===== src/rtl/ifu_fetch_if.sv =====
// ifu_fetch_if -- bundle of every non-clock signal of the instruction fetch unit.
//   memory side : req_valid/req_ready/req_addr, resp_valid/resp_data
//   decode side : inst_valid/inst_ready/inst/inst_pc
//   control     : redirect_valid/redirect_pc, halt, halted
// Modport master is the fetch unit's view; slave is the view of its environment.
interface ifu_fetch_if #(
    parameter int XLEN = 32
);
    logic            req_valid;
    logic            req_ready;
    logic [XLEN-1:0] req_addr;
    logic            resp_valid;
    logic [XLEN-1:0] resp_data;
    logic            inst_valid;
    logic            inst_ready;
    logic [XLEN-1:0] inst;
    logic [XLEN-1:0] inst_pc;
    logic            redirect_valid;
    logic [XLEN-1:0] redirect_pc;
    logic            halt;
    logic            halted;

    modport master (
        output req_valid, req_addr, inst_valid, inst, inst_pc, halted,
        input  req_ready, resp_valid, resp_data, inst_ready,
               redirect_valid, redirect_pc, halt
    );

    modport slave (
        input  req_valid, req_addr, inst_valid, inst, inst_pc, halted,
        output req_ready, resp_valid, resp_data, inst_ready,
               redirect_valid, redirect_pc, halt
    );
endinterface


===== src/rtl/ifu_fetch.sv =====
// ifu_fetch -- single-outstanding-request instruction fetch unit.
// Issues one memory read at pc, buffers the returned word for decode, then
// advances pc by 4. Redirects restart the stream (a response already in flight
// is dropped), halt stops fetching until reset.
//   clk : clock, all state changes on the rising edge
//   rst : synchronous active-high reset
//   bus : ifu_fetch_if master modport (memory, decode and control signals)
//
// state    | meaning
// ---------+------------------------------------------------------------
// S_REQ    | presenting req_addr=pc, waiting for req_ready
// S_WAIT   | request accepted, waiting for resp_valid (dropped if drop=1)
// S_OUT    | instruction buffered, inst_valid high until inst_ready
// S_HALTED | fetch stopped; only rst leaves
module ifu_fetch #(
    parameter int              XLEN     = 32,
    parameter logic [XLEN-1:0] RESET_PC = 32'h8000_0000
) (
    input  logic         clk,
    input  logic         rst,
    ifu_fetch_if.master  bus
);
    typedef enum logic [1:0] {
        S_REQ    = 2'd0,
        S_WAIT   = 2'd1,
        S_OUT    = 2'd2,
        S_HALTED = 2'd3
    } state_t;

    state_t          state, state_n;
    logic [XLEN-1:0] pc, pc_n;
    logic            drop, drop_n;
    logic [XLEN-1:0] inst_q, inst_n;
    logic [XLEN-1:0] inst_pc_q, inst_pc_n;

    always_ff @(posedge clk) begin
        if (rst) begin
            state     <= S_REQ;
            pc        <= RESET_PC;
            drop      <= 1'b0;
            inst_q    <= '0;
            inst_pc_q <= '0;
        end else begin
            state     <= state_n;
            pc        <= pc_n;
            drop      <= drop_n;
            inst_q    <= inst_n;
            inst_pc_q <= inst_pc_n;
        end
    end

    always_comb begin
        state_n   = state;
        pc_n      = pc;
        drop_n    = drop;
        inst_n    = inst_q;
        inst_pc_n = inst_pc_q;
        if (bus.halt) begin
            state_n = S_HALTED;
        end else begin
            case (state)
                S_REQ: begin
                    if (bus.redirect_valid) begin
                        pc_n = bus.redirect_pc;
                        // Request at the old pc was accepted: its response must be dropped.
                        if (bus.req_ready) begin
                            state_n = S_WAIT;
                            drop_n  = 1'b1;
                        end
                    end else if (bus.req_ready) begin
                        state_n = S_WAIT;
                    end
                end
                S_WAIT: begin
                    if (bus.redirect_valid) begin
                        pc_n = bus.redirect_pc;
                        if (bus.resp_valid) begin
                            state_n = S_REQ;
                            drop_n  = 1'b0;
                        end else begin
                            drop_n  = 1'b1;
                        end
                    end else if (bus.resp_valid) begin
                        if (drop) begin
                            state_n = S_REQ;
                            drop_n  = 1'b0;
                        end else begin
                            inst_n    = bus.resp_data;
                            inst_pc_n = pc;
                            state_n   = S_OUT;
                        end
                    end
                end
                S_OUT: begin
                    if (bus.redirect_valid) begin
                        pc_n    = bus.redirect_pc;
                        state_n = S_REQ;
                    end else if (bus.inst_ready) begin
                        pc_n    = pc + XLEN'(4);
                        state_n = S_REQ;
                    end
                end
                default: state_n = S_HALTED;
            endcase
        end
    end

    assign bus.req_valid  = (state == S_REQ);
    assign bus.req_addr   = pc;
    assign bus.inst_valid = (state == S_OUT);
    assign bus.inst       = inst_q;
    assign bus.inst_pc    = inst_pc_q;
    assign bus.halted     = (state == S_HALTED);
endmodule


===== src/flat_wrapper.sv =====
// flat-port wrapper written by rule: the top's interface ports become plain ports
module ifu_fetch_flat 
#(
    parameter int              XLEN     = 32,
    parameter logic [XLEN-1:0] RESET_PC = 32'h8000_0000
)
  (clk, rst, bus_req_valid, bus_req_addr, bus_inst_valid, bus_inst, bus_inst_pc, bus_halted, bus_req_ready, bus_resp_valid, bus_resp_data, bus_inst_ready, bus_redirect_valid, bus_redirect_pc, bus_halt);
  ifu_fetch_if #(.XLEN(XLEN)) bus_i ();
  input  logic clk;
  input  logic rst;
  output wire logic [$bits(bus_i.req_valid)-1:0] bus_req_valid;
  output wire logic [$bits(bus_i.req_addr)-1:0] bus_req_addr;
  output wire logic [$bits(bus_i.inst_valid)-1:0] bus_inst_valid;
  output wire logic [$bits(bus_i.inst)-1:0] bus_inst;
  output wire logic [$bits(bus_i.inst_pc)-1:0] bus_inst_pc;
  output wire logic [$bits(bus_i.halted)-1:0] bus_halted;
  input wire logic [$bits(bus_i.req_ready)-1:0] bus_req_ready;
  input wire logic [$bits(bus_i.resp_valid)-1:0] bus_resp_valid;
  input wire logic [$bits(bus_i.resp_data)-1:0] bus_resp_data;
  input wire logic [$bits(bus_i.inst_ready)-1:0] bus_inst_ready;
  input wire logic [$bits(bus_i.redirect_valid)-1:0] bus_redirect_valid;
  input wire logic [$bits(bus_i.redirect_pc)-1:0] bus_redirect_pc;
  input wire logic [$bits(bus_i.halt)-1:0] bus_halt;
  assign bus_req_valid = bus_i.req_valid;
  assign bus_req_addr = bus_i.req_addr;
  assign bus_inst_valid = bus_i.inst_valid;
  assign bus_inst = bus_i.inst;
  assign bus_inst_pc = bus_i.inst_pc;
  assign bus_halted = bus_i.halted;
  assign bus_i.req_ready = bus_req_ready;
  assign bus_i.resp_valid = bus_resp_valid;
  assign bus_i.resp_data = bus_resp_data;
  assign bus_i.inst_ready = bus_inst_ready;
  assign bus_i.redirect_valid = bus_redirect_valid;
  assign bus_i.redirect_pc = bus_redirect_pc;
  assign bus_i.halt = bus_halt;
  ifu_fetch #(.XLEN(XLEN), .RESET_PC(RESET_PC)) u_core (.clk(clk), .rst(rst), .bus(bus_i));
endmodule

===== config.mk =====
export PLATFORM = sky130hd
export DESIGN_NAME = ifu_fetch_flat
export DESIGN_NICKNAME = d
export VERILOG_FILES = /design/src/rtl/ifu_fetch_if.sv /design/src/rtl/ifu_fetch.sv /design/src/flat_wrapper.sv
export SDC_FILE = /design/constraint.sdc
export NUM_CORES = 1
export LEC_CHECK = 0
export BUFFER_PORTS_ARGS = -buffer_cell sky130_fd_sc_hd__buf_4
export CAP_MARGIN = 40
export CELL_PAD_IN_SITES_DETAIL_PLACEMENT = 0
export CELL_PAD_IN_SITES_GLOBAL_PLACEMENT = 1
export CORE_MARGIN = 8
export CORE_UTILIZATION = 35
export DETAILED_ROUTE_END_ITERATION = 8
export PLACE_DENSITY = 0.82
export SETUP_SLACK_MARGIN = 0.15
export SLEW_MARGIN = 10
export SYNTH_ARGS = -nofsm -noshare
export SYNTH_HDL_FRONTEND = slang
export SYNTH_SLANG_ARGS = --single-unit

===== constraint.sdc =====
create_clock -name clk -period 2.55 [get_ports clk]
set_input_delay 0.255 -clock clk [delete_from_list [all_inputs] [get_ports clk]]
set_output_delay 0.255 -clock clk [all_outputs]
set_load 0.01 [all_outputs]

**Yosys cells after proc, flatten, opt, wreduce, memory -nomap -nowiden**

Cells that the tools add are included.

- Reductions and logical operators: 8
- Equal/unequal tests: 11
- Mux-type cells: 19
- $add $sub $neg: 1
- Bitwise operators: 3

Operator list:

| kind | number |
|---|---|
| 32-bit 2-to-1 mux | 3 |
| 32-bit one-hot mux with 2 select lines | 1 |
| 32-bit by 3-bit adder with 32-bit output (second input constant) | 1 |
| 2-bit 2-to-1 mux | 8 |
| 5-bit AND reduction | 2 |
| 2-bit by 1-bit != test with 1-bit output (second input constant) | 3 |
| 3-bit by 1-bit != test with 1-bit output (second input constant) | 2 |
| 3-bit != test (second input constant) | 2 |
| 2-bit one-hot mux with 3 select lines | 1 |
| 1-bit 2-to-1 mux | 5 |
| 2-bit equality test (second input constant) | 2 |
| 4-bit by 1-bit != test with 1-bit output (second input constant) | 1 |
| 4-bit AND reduction | 1 |
| 2-bit nonzero test | 2 |
| 1-bit NOT | 3 |
| 3-bit AND reduction | 1 |
| 2-bit by 1-bit equality test with 1-bit output (second input constant) | 1 |
| 2-bit logical NOT | 1 |
| 1-bit one-hot mux with 2 select lines | 1 |
| 2-bit OR reduction | 1 |

- Output and inout port bits: 99
- Bits of input ports: 71
- Word-level logic and storage cells: 47
- Bits in registers: 99

**Longest topological paths before layout**

Gate-level depths: netlist of run 1.

- Depth in word-level cells: 5
- Mapped depth: 9

**Least setup slack after synthesis of run 1**

OpenSTA, ideal clock, no wires.

- Path kind: reg-to-reg
- From: reg u_core.state[0]
- To: reg u_core.pc[22] (netlist: u_core.bus.req_addr[22])
- Stages on the path, launching flop included: 8
- Slack: 0.460 ns
- Data arrival time: 2.015 ns
- Cell sequence: dfxtp_1 > inv_1 > ha_1 > o21ba_2 > or3_4 > buf_6 > or4_1 > a31oi_1

- Longest elaborated chain between the ends: 4
- Elaborated cells between the ends (all ways): 9

RTL lines:

| item | line | RTL |
|---|---|---|
| start: declaration | ifu_fetch.sv:30 | `state_t state, state_n;` |
| start signal: assignment | ifu_fetch.sv:44 | `state <= state_n;` |
| 2-bit logical NOT (*) | n/a |  |
| via bus_req_valid | flat_wrapper.sv:11 | `output wire logic [$bits(bus_i.req_valid)-1:0] bus_req_valid;` |
| 2-bit OR reduction (no source line) (*) | n/a |  |
| 2-bit by 1-bit != test with 1-bit output (no source line) / 2-bit nonzero test (equally long branches) | n/a |  |
| 4-bit AND reduction (no source line) | n/a |  |
| end signal: assignment | ifu_fetch.sv:45 | `pc <= pc_n;` |
| end: declaration | ifu_fetch.sv:31 | `logic [XLEN-1:0] pc, pc_n;` |

Mark *: on every way through the listed nets, which the timed path passes. The rest lies on a longest branch.
A chain may end at the register's enable or synchronous reset.

**Worst setup path after layout of run 1**

- From: reg u_core.state[1]
- To: reg u_core.pc[22] (netlist: u_core.bus.req_addr[22])

- Longest elaborated chain between the ends: 4
- Elaborated cells between the ends (all ways): 9

RTL lines:

| item | line | RTL |
|---|---|---|
| 2-bit by 1-bit equality test with 1-bit output / 2-bit logical NOT (equally long branches) | ifu_fetch.sv:61 | `case (state)` |
| 2-bit OR reduction (no source line) | n/a |  |
| 2-bit by 1-bit != test with 1-bit output (no source line) / 2-bit nonzero test (equally long branches) | n/a |  |
| 4-bit AND reduction (no source line) | n/a |  |

Parallel ways exist; a longest one is shown, timed or not.

==> out/metrics.cfg, run 1 <==
[run_status]
status = complete, no violations

[synthesis]
synth-simple-area-share_pct = 27.4
synth_nets = 661
yosysUniqueCellTypes = 54
synth_top_family_by_area = simple AND/OR/NAND/NOR gates
synth_ff_type = dfxtp_1
netlist_area_um2 = 4510
synth-xor-area-share_pct = 0
synthAdderAreaFrac_pct = 1.39
synthArstFlopShare_pct = 0
synthCells = 585
synth_area_per_cell_um2 = 7.71
synthMuxAreaShare_pct = 1.14
yosysSeqAreaShare_pct = 44.0
yosys_warnings = 0
synth-edff-count = 0
ys_seq_elements = 99
synth_compound_area_share_pct = 20.9

[grt]
grt_pass1_vias = 4533
grt.overflow.total = 0
grt_pass1_wl_mm = 23.9
antenna_found_initial = 0
grt_max_degree = 65
grt_usage_pct = 18.2

[route]
detail_route.iter0.violations = 329
vias_per_cell = 5.23
vias = 4774
routed_wl_mm = 15.6
drt-wirelength-per-cell_um = 17.1
drc = 0
firstDrtPassIters = 5
ant_nets = 0

[timing]
fin_skew_ps = 5.16
min_period_ps = 2260
drv_slew = 0
setup_viol = 0
fin_crit_sh_pct = 88.7
rsz0062_at_grt = no
worst_slack_ps = 289
finalSetupTns_ps = 0
relSlewSlack_pct = 51.6
tightest_slew_ps = 725
timing.final.hold_violations = 0
fmax_ghz = 0.442

[placed_design]
place.gp.congestion = 0.882
post-place-ws_ps = 327
io_buffers = 169
dp_hpwl_mm = 11.4

[finish]
fin_nets = 812
area_growth_pct = 38.3
drive_above_1_share_pct = 28.8
antenna_cells = 0
fillCellCount = 1266

[worst_setup_path]
path_buf_inv = 1
cp.required_ps = 2810
cp_data_arrival_time_ps = 2520
worstPathCellList = inv_1 -> ha_1 -> o21ba_2 -> or3_4 -> or4_1 -> a31oi_1
path_max_fanout = 20
end_kind = flip-flop
crit_type = flip-flop to flip-flop
crit_family = simple AND/OR/NAND/NOR gates
cp_slowest_stage_delay_ps = 500
slowest_stage = or4_1
reg2reg_slack_ps = 290
startpoint_type = flip-flop

[floorplan]
row_count = 41
die_w_um = 129
initial_utilization_pct = 35.7
core_um2 = 12600
boundaryPins = 170
die_y_um = 129
die-area_um2 = 16800

[clocking]
clk_latency_ps = 350
cts_resized = 0
hold_buffers = 0
cts.path.max_buffers = 2
post_cts.repair.setup_buffers = 0
cts_root_buffer = clkbuf_16
cts_tree = yes
cts_sinks = 99
cts_buffers = 9
clkTransAtPathRegs_ps = 60
htreeDepth = 3

[pwr]
vdd_drop_max_v = 0.000328
leakage_nw = 2.56
powerDensity_nw_per_um2 = 567

[hold_path]
hp-class = input pin to flip-flop

[run]
maxCapViolCount = 0

## kinds of logic (layout without fill, tap and decap cells)
family / after synthesis / count (layout)
compound gates: 158 / 158
fa+ha+maj: 5 / 5
buf+inv: 54 / 209
flops: 99 / 99
mux: 5 / 5
simple gates: 264 / 264
## report_power, final
part | internal (mW) | leakage (nW) | switching (mW)
registers | 1.61 | 0.804 | 0.0787
logic | 0.261 | 1.61 | 0.284
clock network | 0.734 | 0.141 | 0.570
## layer usage
metal | GRT usage, % | wire (um) | vias to the layer above
met5 | 0 | 0 | -
met4 | 8.54 | 391 | 0
met3 | 4.11 | 1050 | 25
met2 | 29.9 | 7390 | 155
met1 | 22.2 | 6720 | 2251
li1 | - | - | 2343
## sequential cells by signal, summed over array words and instances, names as in the netlist
name / count
u_core.bus.req_addr: 32
u_core.drop: 1
u_core.state: 2
u_core.bus.inst: 32
u_core.bus.inst_pc: 32
## worst reg2reg max path, cell delays in order, from the launching register on
cell and delay [ps]:
dfxtp_1 380, inv_1 110, ha_1 270, o21ba_2 270
or3_4 460, or4_1 500, a31oi_1 190
## cell type report
type / count / area, um2 / share of cell area, %
multi-input combinational: 432 / 2300 / 36.9
sequential: 99 / 1980 / 31.8
timing repair buffer: 187 / 1430 / 22.9
clock buffer: 13 / 270 / 4.33
tap: 172 / 215 / 3.45
inverter: 7 / 26.3 / 0.421
clock inverter: 2 / 10.0 / 0.161
## cell usage in the layout (no fill, tap or decap), types with 9 or more instances in the layout
cell type  Yosys  final
a21oi_1       86     86
a31oi_1       11     11
buf_4          5    185
clkbuf_16      0      9
dfxtp_1       99     99
nand2_1      158    158
nand3_1       13     13
nand4_1        9      9
nor2_1        30     30
o21ai_0       15     15
## Yosys cell counts, types with 4 or more instances
master / number / area share [%]
nand2_1: 158 / 13
dfxtp_1: 99 / 44
clkbuf_1: 30 / 2.5
a22oi_1: 6 / 1.0
o22ai_1: 4 / 0.56
o21ai_0: 15 / 1.7
nor3b_1: 5 / 0.83
a21oi_1: 86 / 9.5
nand4_1: 9 / 1.2
ha_1: 5 / 1.4
inv_1: 7 / 0.58
a211oi_1: 5 / 0.83
o211ai_1: 4 / 0.67
nor3_1: 4 / 0.44
buf_1: 5 / 0.42
and4_1: 7 / 1.4
o31ai_1: 4 / 0.67
buf_4: 5 / 0.83
mux2i_1: 4 / 0.89
a31oi_1: 11 / 1.5
a311oi_1: 5 / 0.97
buf_2: 5 / 0.56
nand3_1: 13 / 1.4
or4_1: 5 / 0.83
nor2_1: 30 / 2.5
and2_1: 7 / 0.97
and3_1: 6 / 0.83
## per-stage QoR
step / utilization (%) / instance area, um2 / power [mW] / instances / hold slack, ps
global placement: 47.2 / 5950 / 2.25 / 897 / 443
CTS: 49.4 / 6230 / 3.58 / 912 / 142
global route: 49.4 / 6240 / 3.71 / 912 / 146
floorplan: - / 4510 / 1.98 / 585 / 376
finish: 49.4 / 6240 / 3.53 / 912 / 155
detailed placement: 47.2 / 5950 / 2.27 / 897 / 447
## final timing paths
path         cells after the start                       to                   start
max                              6  u_core.bus.req_addr[22]         u_core.state[1]
min                              3      u_core.bus.inst[28]       bus_resp_data[28]
max reg2reg                      6  u_core.bus.req_addr[22]         u_core.state[1]
min reg2reg                      2   u_core.bus.inst_pc[29]  u_core.bus.inst_pc[29]
Note: power is estimated with default switching activity, not from simulation.
==> inputs of run 2 (changes only) <==
--- a/config.mk
+++ b/config.mk
@@ -5,12 +5,13 @@
 export SDC_FILE = /design/constraint.sdc
 export NUM_CORES = 1
 export LEC_CHECK = 0
+export ABC_AREA = 1
 export BUFFER_PORTS_ARGS = -buffer_cell sky130_fd_sc_hd__buf_4
 export CAP_MARGIN = 40
 export CELL_PAD_IN_SITES_DETAIL_PLACEMENT = 0
 export CELL_PAD_IN_SITES_GLOBAL_PLACEMENT = 1
 export CORE_MARGIN = 8
-export CORE_UTILIZATION = 35
+export CORE_UTILIZATION = 34
 export DETAILED_ROUTE_END_ITERATION = 8
 export PLACE_DENSITY = 0.82
 export SETUP_SLACK_MARGIN = 0.15
==> out/metrics.cfg, run 2 <==
[timing]
fin_skew_ps = 9.00
relSlewSlack_pct = 46.8
min_period_ps = 1870
setup_viol = 0
tightest_slew_ps = 797
fmax_ghz = 0.535
drv_slew = 0
timing.final.hold_violations = 0
rsz0062_at_grt = no
fin_crit_sh_pct = 73.3
finalSetupTns_ps = 0

[synthesis]
synth_nets = 794
synth-edff-count = 0
synth.most_common_cell = nor2_1
netlist_area_um2 = 4690
synth_area_leaders = dfxtp_1 42%, nor2_1 14%, nand2_1 12%
synth_common_cells = 178 x nor2_1, 156 x nand2_1, 99 x dfxtp_1, 88 x o21ai_0, 53 x a21oi_1
synth_area_per_cell_um2 = 6.53
synth_top_cell_by_area = dfxtp_1
synthCells = 718
ys_seq_elements = 99
yosys_warnings = 0
synth_top_area_share_pct = 42.2
synth_ff_type = dfxtp_1
yosysSeqAreaShare_pct = 42.2
synthArstFlopShare_pct = 0
yosysUniqueCellTypes = 28

[worst_setup_path]
cp_data_arrival_time_ps = 2150
cp.required_ps = 2830
crit_type = flip-flop to flip-flop
path_max_fanout = 58
end_kind = flip-flop
startpoint_type = flip-flop

[run]
maxCapViolCount = 0

[clocking]
clkTransAtPathRegs_ps = 70
clk_latency_ps = 350
hold_buffers = 0
cts.path.max_buffers = 2
htreeDepth = 3
cts_sinks = 99
post_cts.repair.setup_buffers = 0
cts_resized = 0
cts_tree = yes
cts_root_buffer = clkbuf_16
cts_buffers = 9

[grt]
grt_pass1_wl_mm = 25.9
grt_usage_pct = 18.1
grt_max_degree = 59
antenna_found_initial = 0
grt_pass1_vias = 4839
grt.overflow.total = 0

[floorplan]
die_w_um = 133
boundaryPins = 170
die-area_um2 = 17800
initial_utilization_pct = 34.3
die_y_um = 133
row_count = 43
core_um2 = 13700

[route]
vias_per_cell = 4.71
drc = 0
routed_wl_mm = 16.5
detail_route.iter0.violations = 251
drt-wirelength-per-cell_um = 15.6
firstDrtPassIters = 4
vias = 4973
ant_nets = 0

[pwr]
leakage_nw = 2.85
vdd_drop_max_v = 0.000286
powerDensity_nw_per_um2 = 586
p_total_mw = 3.77

[placed_design]
placed_cell_area_um2 = 6130
dp_hpwl_mm = 12.3
place.gp.congestion = 0.868
io_buffers = 169

[finish]
stdcell_area_um2 = 6440
fin_nets = 948
antenna_cells = 0
area_growth_pct = 37.2
final_common_cell = nor2_1
final_cell_mix = 178 x nor2_1, 175 x buf_4, 156 x nand2_1, 99 x dfxtp_1, 88 x o21ai_0
drive_above_1_share_pct = 22.9

[run_status]
status = complete, no violations

[hold_path]
hp-class = input pin to flip-flop

[run 2: cell count changes in the layout (fill, tap and decap cells not counted), moves of 6 or more]
| cell | before | now |
|---|---|---|
| nand3_1 | 13 | 31 |
| buf_4 | 185 | 175 |
| and2_1 | 7 | 0 |
| o21ai_0 | 15 | 88 |
| inv_1 | 7 | 38 |
| and4_1 | 6 | 0 |
| and3_1 | 6 | 0 |
| a31oi_1 | 11 | 2 |
| a22oi_1 | 6 | 0 |
| a21oi_1 | 86 | 53 |
| nor2_1 | 30 | 178 |
[run 2: layout make-up]
type	count	area (um2)
tap	180	225
sequential	99	1980
inverter	42	158
clock buffer	10	239
fill	1424	7230
clock inverter	5	62.6
timing repair buffer	177	1350
multi-input combinational	543	2420
[run 2: cells by family after synthesis]
logic type | after synthesis | synth area share, %
DFF | 99 | 42.2
and+or+nand+nor | 386 | 33.1
xor gates and xnor gates | 2 | 0.373
adders and majority gates | 5 | 1.33
AOI/OAI and AO/OA | 150 | 16.4
buffers and inverters | 76 | 6.51
[run 2: final timing paths]
check | startpoint | end | slack [ps] | cells past startpoint
min | bus_resp_data[2] | u_core.bus.inst[2] | 120 | 3
max | u_core.state[1] | u_core.bus.inst_pc[27] | 680 | 7
max reg2reg | u_core.state[1] | u_core.bus.inst_pc[27] | 680 | 7
min reg2reg | u_core.bus.req_addr[1] | u_core.bus.inst_pc[1] | 490 | 2
[run 2: power breakdown]
part,switching (mW),internal [mW],total (mW)
sequential,0.0972,1.63,1.73
clock,0.624,0.790,1.41
combinational,0.343,0.291,0.634
[run 2: through the flow]
| stage | std cells | util, % | worst slack [ps] | hold WS [ps] |
|---|---|---|---|---|
| 3_5_place_dp | 1041 | 44.9 | 712 | 478 |
| 6_report | 1056 | 47.1 | 682 | 121 |
| 3_3_place_gp | 1041 | 44.9 | 712 | 466 |
| 5_1_grt | 1056 | 47.1 | 497 | 115 |
| 2_1_floorplan | 718 | - | 924 | 390 |
| 4_1_cts | 1056 | 47.1 | 694 | 107 |
[run 2: critical path: stages, from the launching register on]
cell and delay [ps]:
dfxtp_1 350, inv_1 120, ha_1 250, nand2_1 130
nor3_4 170, buf_4 470, o21ai_0 150, a21oi_1 130
[run 2: per-layer routing]
| metal | wire length, um | track usage [%] |
|---|---|---|
| met2 | 7460 | 28.2 |
| met1 | 7390 | 22.4 |
| met3 | 1380 | 7.12 |
| met5 | 0 | 0 |
| met4 | 269 | 5.99 |
==> inputs of run 3 (changes only) <==
--- a/config.mk
+++ b/config.mk
@@ -5,13 +5,13 @@
 export SDC_FILE = /design/constraint.sdc
 export NUM_CORES = 1
 export LEC_CHECK = 0
-export ABC_AREA = 1
+export ABC_AREA = 0
 export BUFFER_PORTS_ARGS = -buffer_cell sky130_fd_sc_hd__buf_4
 export CAP_MARGIN = 40
 export CELL_PAD_IN_SITES_DETAIL_PLACEMENT = 0
 export CELL_PAD_IN_SITES_GLOBAL_PLACEMENT = 1
 export CORE_MARGIN = 8
-export CORE_UTILIZATION = 34
+export CORE_UTILIZATION = 35
 export DETAILED_ROUTE_END_ITERATION = 8
 export PLACE_DENSITY = 0.82
 export SETUP_SLACK_MARGIN = 0.15
==> constraint.sdc (replaced) <==
create_clock -name clk -period 1.8 [get_ports clk]
set_input_delay 0.18 -clock clk [delete_from_list [all_inputs] [get_ports clk]]
set_output_delay 0.18 -clock clk [all_outputs]
set_load 0.01 [all_outputs]
==> out/metrics.cfg, run 3 (same netlist as run 1, synthesis figures left out) <==
[hold_path]
worstHoldStart = bus_resp_data[18]
hp-class = input pin to flip-flop

[timing]
tightest_slew_ps = 534
min_period_ps = 1910
relSlewSlack_pct = 64.4
fmax_ghz = 0.524
drv_slew = 0
fin_skew_ps = 5.78
fin_crit_sh_pct = 106
rsz0062_at_grt = yes
setup_viol = 17
worst_slack_ps = -110
timing.final.hold_violations = 0

[pwr]
p_sw_mw = 1.59
leakage_nw = 3.73
power_frac_seq_pct = 41.0
vdd_drop_max_v = 0.000493
pwr-share-clk_pct = 35.5
p_total_mw = 5.73
p_int_mw = 4.15
swShare_pct = 27.7
powerDensity_nw_per_um2 = 691
combPwrFrac_pct = 23.5

[floorplan]
core_um2 = 12600
initial_utilization_pct = 35.7
die-area_um2 = 16800
die_y_um = 129
row_count = 41
die_w_um = 129
boundaryPins = 170

[grt]
grt_usage_pct = 20.0
antenna_found_initial = 0
grt_max_degree = 47
grt.overflow.total = 0
grt_pass1_wl_mm = 26.6
grt_pass1_vias = 5220

[worst_setup_path]
crit_type = flip-flop to flip-flop
cp_data_arrival_time_ps = 2190
path_max_fanout = 6
endpoint = u_core.bus.req_addr[22]
cp_slowest_stage_delay_ps = 440
startpoint_type = flip-flop
r2r_start = u_core.state[1]
rr_worst_depth = 6
cp.required_ps = 2080
slowest_stage = or4_1
reg2reg_slack_ps = -110
worstPathCellList = inv_6 -> ha_4 -> o21ba_4 -> or3_4 -> or4_1 -> a31oi_1
worst_r2r_endpoint = u_core.bus.req_addr[22]
critPathLaunch = u_core.state[1]
end_kind = flip-flop

[route]
ant_nets = 0
firstDrtPassIters = 5
vias_per_cell = 5.32
drc = 0
routed_wl_mm = 19.4
vias = 5437
drt-wirelength-per-cell_um = 19.0
detail_route.iter0.violations = 365

[finish]
fin_nets = 922
drive_above_1_share_pct = 56.7
area_growth_pct = 84.0
final_common_cell = buf_4
final_cell_mix = 252 x buf_4, 100 x nand2_1, 89 x dfxtp_1, 52 x a21oi_2, 38 x nand2_4
antenna_cells = 0

[clocking]
cts_sinks = 99
cts.path.max_buffers = 2
clk_latency_ps = 350
cts_root_buffer = clkbuf_16
htreeDepth = 3
cts_tree = yes
clkTransAtPathRegs_ps = 70
cts_buffers = 9

[placed_design]
place.gp.congestion = 0.865
dp_hpwl_mm = 12.3
io_buffers = 169
post-place-ws_ps = -42.5

[run]
maxCapViolCount = 0

[run_status]
violations = negative setup slack
status = finished, violations left

run 3: cell types whose count changed in the layout (fill, tap and decap cells not counted), sizes merged, moves of 7 or more:
cell    before  now
and2         0    9
buf        177  290
clkbuf      10   18
inv         42    8
o21ai       88   15
a21oi       53   86
nand4        5   12
nand3       31   13
a31oi        2   11
nor2       181   30
and4         0    7
run 3: how the worst min path moves through the flow:
stage                           to  cells after the start
6_report       u_core.bus.inst[18]                      3
5_1_grt        u_core.bus.inst[14]                      3
4_1_cts         u_core.bus.inst[1]                      3
3_5_place_dp    u_core.bus.inst[1]                      3
3_3_place_gp   u_core.bus.inst[11]                      3
2_1_floorplan      u_core.state[0]                      2
run 3: layout make-up:
class	instances	area [um2]
clock buffer	11	264
clock inverter	4	46.3
fill	1018	4330
inverter	7	33.8
multi-input combinational	432	3120
sequential	99	2000
tap	172	215
timing repair buffer	297	2610
run 3: layer usage:
metal | part of all wire (%) | GRT usage, % | wire (um)
met5 | 0 | 0 | 0
met4 | 1.9 | 7.31 | 376
met3 | 6.6 | 4.64 | 1280
met1 | 42 | 24.0 | 8190
met2 | 49 | 34.1 | 9570
run 3: worst max-delay path: cells and delay by family (launching register included):
family	cells	cell delay, ps
AOI/OAI and AO/OA	2	380
adders and majority gates	1	170
buffers and inverters	1	50
DFF	1	410
and+or+nand+nor	2	820
run 3: metrics by stage:
stage | hold slack (ps) | util (%) | cells | TNS (ps) | cell area (um2)
2_1_floorplan | 299 | - | 585 | -121 | 4660
3_3_place_gp | 428 | 52.0 | 958 | -37.7 | 6570
3_5_place_dp | 438 | 52.0 | 958 | -308 | 6570
4_1_cts | 65.0 | 57.2 | 995 | -223 | 7220
5_1_grt | 65.1 | 65.7 | 1022 | -3980 | 8290
6_report | 70.2 | 65.7 | 1022 | -792 | 8290
run 3: timing repair:
| item | in CTS | in global routing |
|---|---|---|
| resized for setup | 44 | 195 |
| pin swaps | 25 | 98 |
| hold buffers | 0 | 0 |
| buffers inserted | 21 | 17 |
| hold endpoints to repair | 0 | 0 |
| setup endpoints to repair | 96 | 96 |
| cloned | 1 | 10 |
run 3: power by group through the flow:
stage	Clock, mW	Combinational, mW	Sequential [mW]
final	2.03	1.35	2.35
after global routing	2.14	1.43	2.36
after CTS	2.06	1.10	2.34
after detailed placement	0	1.01	2.39
after global placement	0	0.996	2.39
after floorplan	0	0.390	2.45
